$ cat src/rtl/day_night_pkg.sv
// Shared types and defaults for the day/night fade sequencer.
// Milestone targets are 15 bits so that saturation stays out of score range.
package day_night_pkg;

  typedef enum logic [1:0] {
    ST_DAY        = 2'd0,
    ST_FADE_DARK  = 2'd1,
    ST_NIGHT      = 2'd2,
    ST_FADE_LIGHT = 2'd3
  } state_t;

  localparam int PERIOD_DEF    = 700;
  localparam int DARK_LEN_DEF  = 200;
  localparam int LEVEL_MAX_DEF = 15;

  localparam logic [14:0] TGT_SAT = 15'h7FFF;

  function automatic logic [14:0] sat_add(
    input logic [14:0] a,
    input logic [14:0] b
  );
    logic [15:0] s;
    s = {1'b0, a} + {1'b0, b};
    return s[15] ? TGT_SAT : s[14:0];
  endfunction

endpackage

$ cat src/rtl/day_night_ctrl_tick.sv
// Fade prescaler: one-cycle tick every DIV enabled cycles.
// clr and rst both return the count to zero; en freezes it.
module fade_tick_gen #(
  parameter int DIV = 8388608
) (
  input  logic clk,
  input  logic rst,
  input  logic clr,
  input  logic en,
  output logic tick
);

  localparam int W = $clog2(DIV);
  localparam logic [W-1:0] LAST = W'(DIV - 1);

  logic [W-1:0] r_cnt;
  logic         w_last;

  assign w_last = (r_cnt == LAST);
  assign tick   = en & w_last;

  always_ff @(posedge clk) begin
    if (rst || clr) begin
      r_cnt <= '0;
    end else if (en) begin
      r_cnt <= w_last ? '0 : r_cnt + 1'b1;
    end
  end

endmodule

$ cat src/rtl/day_night_ctrl.sv
// Day/night sequencer: score milestones drive a registered fade level
// for the colour-inversion datapath.
module day_night_ctrl
  import day_night_pkg::*;
#(
  parameter int PERIOD    = PERIOD_DEF,
  parameter int DARK_LEN  = DARK_LEN_DEF,
  parameter int FADE_DIV  = 8388608,
  parameter int LEVEL_MAX = LEVEL_MAX_DEF
) (
  input  logic        clk,
  input  logic        rst,
  input  logic [13:0] game_score,
  input  logic        pause,
  output logic [3:0]  fade_level,
  output logic        night,
  output logic        busy
);

  localparam logic [14:0] P15  = 15'(PERIOD);
  localparam logic [14:0] D15  = 15'(DARK_LEN);
  localparam logic [3:0]  LMAX = 4'(LEVEL_MAX);
  localparam logic [3:0]  LM1  = 4'(LEVEL_MAX - 1);

  state_t      r_state, w_state_n;
  logic [3:0]  r_level, w_level_n;
  logic [14:0] r_next_dark, w_next_dark_n;
  logic [14:0] r_light_at, w_light_at_n;
  logic        r_night, r_busy;

  logic        w_clr, w_tick;
  logic [14:0] w_score;
  logic        w_dark_hit, w_light_hit;

  assign w_clr       = (game_score == 14'd0);
  assign w_score     = {1'b0, game_score};
  assign w_dark_hit  = (w_score >= r_next_dark);
  assign w_light_hit = (w_score >= r_light_at);

  fade_tick_gen #(
    .DIV (FADE_DIV)
  ) u_tick (
    .clk  (clk),
    .rst  (rst),
    .clr  (w_clr),
    .en   (~pause),
    .tick (w_tick)
  );

  always_comb begin
    w_state_n     = r_state;
    w_level_n     = r_level;
    w_next_dark_n = r_next_dark;
    w_light_at_n  = r_light_at;
    if (w_clr) begin
      w_state_n     = ST_DAY;
      w_level_n     = 4'd0;
      w_next_dark_n = P15;
      w_light_at_n  = 15'd0;
    end else if (!pause) begin
      unique case (r_state)
        ST_DAY, ST_FADE_LIGHT: begin
          if (w_dark_hit) begin
            w_state_n     = ST_FADE_DARK;
            w_light_at_n  = sat_add(r_next_dark, D15);
            w_next_dark_n = sat_add(r_next_dark, P15);
          end else if (r_state == ST_FADE_LIGHT && w_tick) begin
            // Level can be 0 here if light came before the first step.
            if (r_level <= 4'd1) begin
              w_level_n = 4'd0;
              w_state_n = ST_DAY;
            end else begin
              w_level_n = r_level - 1'b1;
            end
          end
        end
        ST_FADE_DARK, ST_NIGHT: begin
          if (w_light_hit) begin
            w_state_n = ST_FADE_LIGHT;
          end else if (r_state == ST_FADE_DARK && w_tick) begin
            if (r_level >= LM1) begin
              w_level_n = LMAX;
              w_state_n = ST_NIGHT;
            end else begin
              w_level_n = r_level + 1'b1;
            end
          end
        end
      endcase
    end
  end

  always_ff @(posedge clk) begin
    if (rst) begin
      r_state     <= ST_DAY;
      r_level     <= 4'd0;
      r_next_dark <= P15;
      r_light_at  <= 15'd0;
      r_night     <= 1'b0;
      r_busy      <= 1'b0;
    end else begin
      r_state     <= w_state_n;
      r_level     <= w_level_n;
      r_next_dark <= w_next_dark_n;
      r_light_at  <= w_light_at_n;
      r_night     <= (w_state_n == ST_FADE_DARK) ||
                     (w_state_n == ST_NIGHT);
      r_busy      <= (w_state_n == ST_FADE_DARK) ||
                     (w_state_n == ST_FADE_LIGHT);
    end
  end

  assign fade_level = r_level;
  assign night      = r_night;
  assign busy       = r_busy;

endmodule

$ cat config.mk
export PLATFORM = sky130hd
export DESIGN_NAME = day_night_ctrl
export DESIGN_NICKNAME = d
export VERILOG_FILES = /design/src/rtl/day_night_pkg.sv /design/src/rtl/day_night_ctrl_tick.sv /design/src/rtl/day_night_ctrl.sv
export SDC_FILE = /design/constraint.sdc
export NUM_CORES = 1
export LEC_CHECK = 0
export CAP_MARGIN = 20
export CORE_AREA = 10 10 94 96
export CTS_CLUSTER_DIAMETER = 200
export DETAILED_ROUTE_END_ITERATION = 6
export DIE_AREA = 0 0 104 106
export MAX_ROUTING_LAYER = met4
export PLACE_DENSITY = 0.73
export SETUP_SLACK_MARGIN = 0.02
export SLEW_MARGIN = 10
export SYNTH_ARGS = -nofsm -noshare
export SYNTH_HDL_FRONTEND = slang
export SYNTH_HIERARCHICAL = 1
export SYNTH_SLANG_ARGS = --single-unit
$ cat constraint.sdc
create_clock -name clk -period 3.9 [get_ports clk]
set_input_delay 1.17 -clock clk [delete_from_list [all_inputs] [get_ports clk]]
set_output_delay 1.17 -clock clk [all_outputs]
set_load 0.005 [all_outputs]
==> flow_summary.ini, run 1 <==
[run_status]
outcome = completed

[routing]
ant_nets = 0
wl_um = 8620
drcViolationCount = 0
num_vias = 3307
drt_iter0_markers = 142
routedWlPerCell_um = 14.8
viasPerCell = 5.66
drt-pass1-iter-count = 5

[final_layout]
layout_common_cells = 58 x dfxtp_1, 57 x nor2_1, 39 x ha_1
antenna_cells = 0
drive_gt1_frac = 0.0845
multi_input_area_um2 = 2390
final_cells = 584
fillCellCount = 608
regArea_um2 = 1160
layout.nets = 536
areaGrowthSynthToFinish_pct = 15.6
layout_commonest_cell = dfxtp_1

[synthesis]
synth_cell_types = 64
syn_inst = 455
ys_ff_latch = 58
ys_warn_count = 6
avgSynthCellArea_um2 = 8.27
synthArstFlopShare = 0
syn_nets = 511
synth_area_um2 = 3760
synthFlopType = dfxtp_1
synth_edf_count = 0
synth.yosys.seq_area_share = 0.309

[timing]
period_minus_slack_ps = 3370
tns_ps = 0
postLayoutSetupSlackWorst_ps = 532
skew_ps = 6.06
final.period_utilization = 0.864
maxSlewHeadroom = 0.469
rsz0062_at_grt = no
slew_viol_final = 0
finalSetupViolations = 0
max_freq_mhz = 297
finalHoldViolCount = 0
worst_pin_slew_ps = 790

[placed_design]
gp_congestion = 0.915
port_buffers = 22
dp.cells = 568
hpwlAfterDp_um = 6580
dp_slack_ps = 248

[cts]
tritoncts = built
cts_setup_buffers = 0
clk_latency_ps = 340
cts_num_sinks = 58
cts_max_level = 3
cts_root_buffer = clkbuf_8
cts_resized = 0
holdBufCountCts = 0
clockBufferDepth = 2
clkSlewWorstSetupHoldPaths_ps = 70
numCtsBuffers = 9

[floorplanning]
fp.dieH_um = 106
coreArea_um2 = 7060
start_util = 0.533
die_w_um = 104
dieArea_um2 = 11000
io-pin-count = 23
row_count = 31

[job]
maxCapViolCount = 0

[critical_path]
required_ps = 4100
max_stage_delay_ps = 650
worst_setup_path_start_kind = input pin
cp_max_fo = 21
worstPathCellList = clkdlybuf4s50_1, ha_1, a211oi_1, nor2_1, o31ai_1, a21oi_2, buf_12, a21oi_1, o21ai_1
crit_family = compound AO/OA/AOI/OAI gates
ff2ff_setup_slack_ps = 1340
crit_path_end_kind = flop
crit_buf_inv = 2
criticalPathCategory = input pin to flop
arrival_ps = 3570
slowest_stage = o31ai_1

[power]
peakVddDrop_mv = 0.209
power_density_nw_per_um2 = 370
p_leak_nw = 1.72

[grt]
grt-ovfl-total = 0
grt_pass1_wl_um = 14800
grt_use_total = 0.163
grt_max_degree = 22
antenna_found_initial = 0
first_global_vias = 3124

[hold_path]
min_path_type = flop to flop
-- worst min-delay path, cell delays in order, from the launching register on --
cell	delay, ps
dfxtp_1	320
nand2_1	50
a21oi_1	50
-- flip-flops by register name, indices dropped and copies added, names as in the netlist --
name and cells:
u_tick/r_cnt 23, r_light_at 14, r_next_dark 14, fade_level 4, busy 1, night 1
r_state 1
-- cell families after synthesis --
| kind of cell | synth area share |
|---|---|
| compound gates | 0.171 |
| buf+inv | 0.0569 |
| simple gates | 0.247 |
| mux | 0.0186 |
| fa+ha+maj | 0.130 |
| flops | 0.309 |
| xor+xnor | 0.0675 |
-- per-stage QoR --
stage	hold WS, ps	area, um2	power [mW]	util
floorplan	432	3760	0.836	-
detailed placement	448	4100	0.920	0.581
finish	462	4350	1.61	0.616
global placement	449	4100	0.914	0.581
global route	506	4350	1.69	0.616
CTS	459	4350	1.62	0.616
-- cells in the mapped netlist (9+ instances only) --
cell type / instances / area, um2
nor2_1: 57 / 214
nand4_1: 14 / 87.6
inv_1: 36 / 135
dfxtp_1: 58 / 1160
a21oi_1: 29 / 145
xnor2_1: 17 / 149
o21ai_0: 19 / 95.1
clkbuf_1: 9 / 33.8
nand2_1: 22 / 82.6
nand3_1: 22 / 110
nor3_1: 13 / 65.1
ha_1: 39 / 488
xor2_1: 12 / 105
-- layer usage --
| layer | global-route usage | part of all wire | routed length (um) |
|---|---|---|---|
| met5 | - | 0 | 0 |
| met4 | 0.0517 | 0.013 | 109 |
| met3 | 0.0356 | 0.044 | 377 |
| met2 | 0.253 | 0.45 | 3890 |
| met1 | 0.208 | 0.49 | 4240 |
-- power breakdown --
part,switching [mW],internal [mW],total (mW)
clock network,0.267,0.431,0.697
registers,0.0226,0.617,0.640
logic,0.152,0.118,0.269
total,0.441,1.17,1.61
-- final cells by class --
type / count / area share
Multi-Input combinational cell: 345 / 0.549
Sequential cell: 58 / 0.267
Timing Repair Buffer: 30 / 0.0673
Inverter: 36 / 0.0311
Clock inverter: 7 / 0.0288
Clock buffer: 9 / 0.0285
Tap cell: 99 / 0.0285
-- final timing paths --
check,startpoint,end,depth (start not counted)
worst max register to register,r_next_dark[13],r_next_dark[10],9
worst min-delay path,r_light_at[13],r_light_at[13],2
worst min register to register,r_light_at[13],r_light_at[13],2
worst max-delay path,game_score[4],r_next_dark[4],9
No activity file was read; power rests on OpenSTA's default activity.
==> run 2: changes to the inputs <==
--- a/config.mk
+++ b/config.mk
@@ -11,7 +11,7 @@
 export DETAILED_ROUTE_END_ITERATION = 6
 export DIE_AREA = 0 0 104 106
 export MAX_ROUTING_LAYER = met4
-export PLACE_DENSITY = 0.73
+export PLACE_DENSITY = 0.82
 export SETUP_SLACK_MARGIN = 0.02
 export SLEW_MARGIN = 10
 export SYNTH_ARGS = -nofsm -noshare
==> run 2 against run 1 <==
Compared with the run above:
- clock power down 8.0%
- routed wire length grew 9.2%
- non-clock buffer count stayed put
- sequential share of layout area is 0.22 points higher
- critical endpoint is now r_next_dark[9]
- via count is 3.4% higher
- power fell by 3.2%
- fmax shrank 1.9%
- highest routed layer unchanged
- largest cell class unchanged
==> flow_summary.ini, run 2 (synthesized netlist as in run 1, its figures left out) <==
[final_layout]
top_register = u_tick/r_cnt
drive_gt1_frac = 0.0845
largest_reg_flops = 23
antenna_cells = 0
final_cells = 584
layout.nets = 536
fin_area_um2 = 4310
layout_common_cells = 58 x dfxtp_1, 57 x nor2_1, 39 x ha_1
areaGrowthSynthToFinish_pct = 14.7
layout_commonest_cell = dfxtp_1
reg_top3 = u_tick/r_cnt (23), r_light_at (14), r_next_dark (14)

[cts]
holdBufCountCts = 0
clk_latency_ps = 350
cts_setup_buffers = 0
clockBufferDepth = 2
tritoncts = built
cts_resized = 0
cts_num_sinks = 58
cts_root_buffer = clkbuf_8
numCtsBuffers = 9
cts_max_level = 3
clkSlewWorstSetupHoldPaths_ps = 80

[routing]
num_vias = 3420
drt-pass1-iter-count = 7
ant_nets = 0
wl_um = 9410
viasPerCell = 5.86
drt_iter0_markers = 251
drcViolationCount = 0
routedWlPerCell_um = 16.1

[floorplanning]
die_w_um = 104
row_count = 31
io-pin-count = 23
coreArea_um2 = 7060
fp.dieH_um = 106
dieArea_um2 = 11000
start_util = 0.533

[timing]
max_freq_mhz = 291
tns_ps = 0
finalSetupViolations = 0
period_minus_slack_ps = 3430
worst_pin_slew_ps = 687
skew_ps = 12.3
finalHoldViolCount = 0
slew_viol_final = 0
maxSlewHeadroom = 0.538
final.period_utilization = 0.880
rsz0062_at_grt = no

[hold_path]
hold_depth = 2
min_path_type = flop to flop
min_from = r_light_at[5]
min_to = r_light_at[5]

[placed_design]
dp.cells = 568
hpwlAfterDp_um = 7070
port_buffers = 22
gp_congestion = 0.962
place_area_um2 = 4090

[critical_path]
crit_family = simple AND/OR/NAND/NOR gates
cp_max_fo = 7
crit_buf_inv = 2
worstPathCellList = clkdlybuf4s50_1, ha_1, nand4b_4, or4_4, o211ai_2, o21ai_1, buf_4, or3_1, nand3_1
criticalPathCategory = input pin to flop
ff2ff_setup_slack_ps = 1220
max_stage_delay_ps = 560
arrival_ps = 3720
slowest_stage = or4_4
r2r_start = r_next_dark[10]
reg2reg_to = r_next_dark[9]
required_ps = 4190
crit_path_end_kind = flop
worst_setup_path_start_kind = input pin
ff2ff_path_depth = 9

[power]
p_leak_nw = 1.71
peakVddDrop_mv = 0.195
pwr-share-comb = 0.175
netSwitchingFraction = 0.294
power_switching_mw = 0.457
intPower_mw = 1.10
p_seq_frac = 0.413
power_density_nw_per_um2 = 361
p_clk_frac = 0.412

[grt]
grt.busiest_layer = met2
grt_max_degree = 22
grt_use_met3 = 0.0393
grt_pass1_wl_um = 15800
antenna_found_initial = 0
grt_use_met1 = 0.199
grt-ovfl-total = 0
grt_use_total = 0.177
grtUsageMet2 = 0.295
first_global_vias = 3457

[run_status]
outcome = completed

[job]
maxCapViolCount = 0
## run 2: changes by cell type in the layout (fill, tap and decap cells not counted)
cell	previous run	this run
bufinv_16	3	2
inv_6	2	1
clkinvlp_4	0	1
clkinv_4	2	3
buf_4	7	8
buf_12	1	0
## run 2: layer usage
| layer | wire [um] | vias to the layer above |
|---|---|---|
| met5 | 0 | - |
| met4 | 225 | 0 |
| met3 | 401 | 26 |
| met2 | 4480 | 102 |
| met1 | 4300 | 1613 |
| li1 | - | 1679 |
## run 2: worst reg2reg max path, stage by stage, from the launching register on
cell and delay, ps:
dfxtp_1 520, inv_1 90, ha_1 330, nand4_1 130, or4_4 540, o211ai_2 130
o21ai_1 210, buf_4 230, or3_1 350, nand3_1 100
## run 2: per-stage QoR
| step | util | hold WS (ps) | worst slack [ps] | power [mW] |
|---|---|---|---|---|
| 2_1_floorplan | - | 432 | 849 | 0.836 |
| 3_5_place_dp | 0.579 | 462 | 160 | 0.921 |
| 4_1_cts | 0.611 | 473 | 507 | 1.56 |
| 5_1_grt | 0.611 | 502 | 293 | 1.62 |
| 6_report | 0.611 | 464 | 467 | 1.56 |
| 3_3_place_gp | 0.579 | 452 | 249 | 0.910 |
## run 2: area by class of cell
cell class	instances	area, um2
fill	632	2750
multi-input combinational	345	2390
sequential	58	1160
timing repair buffer	30	280
inverter	36	135
clock buffer	9	124
tap	99	124
clock inverter	7	103
## run 2: worst max-delay path by stage
stage | start | endpoint | slack (ps) | cells after the start
finish | game_score[13] | r_next_dark[9] | 470 | 9
global route | game_score[12] | r_next_dark[9] | 290 | 9
CTS | game_score[13] | r_next_dark[9] | 510 | 9
detailed placement | game_score[13] | r_next_dark[9] | 160 | 9
global placement | game_score[8] | r_next_dark[7] | 250 | 9
floorplan | game_score[13] | r_light_at[7] | 850 | 7
## run 2: power groups by stage
stage	registers (mW)	logic (mW)	clock network [mW]
after floorplan	0.644	0.193	0
after global placement	0.653	0.257	0
after detailed placement	0.654	0.267	0
after CTS	0.641	0.269	0.647
after global routing	0.645	0.306	0.670
final	0.642	0.272	0.641
==> run 3: changes to the inputs <==
--- a/config.mk
+++ b/config.mk
@@ -7,6 +7,7 @@
 export LEC_CHECK = 0
 export CAP_MARGIN = 20
 export CORE_AREA = 10 10 94 96
+export CTS_BUF_LIST = sky130_fd_sc_hd__clkbuf_8
 export CTS_CLUSTER_DIAMETER = 200
 export DETAILED_ROUTE_END_ITERATION = 6
 export DIE_AREA = 0 0 104 106
==> results of run 3 <==
The final DEF is identical to that of run 2; final timing and power are the same.
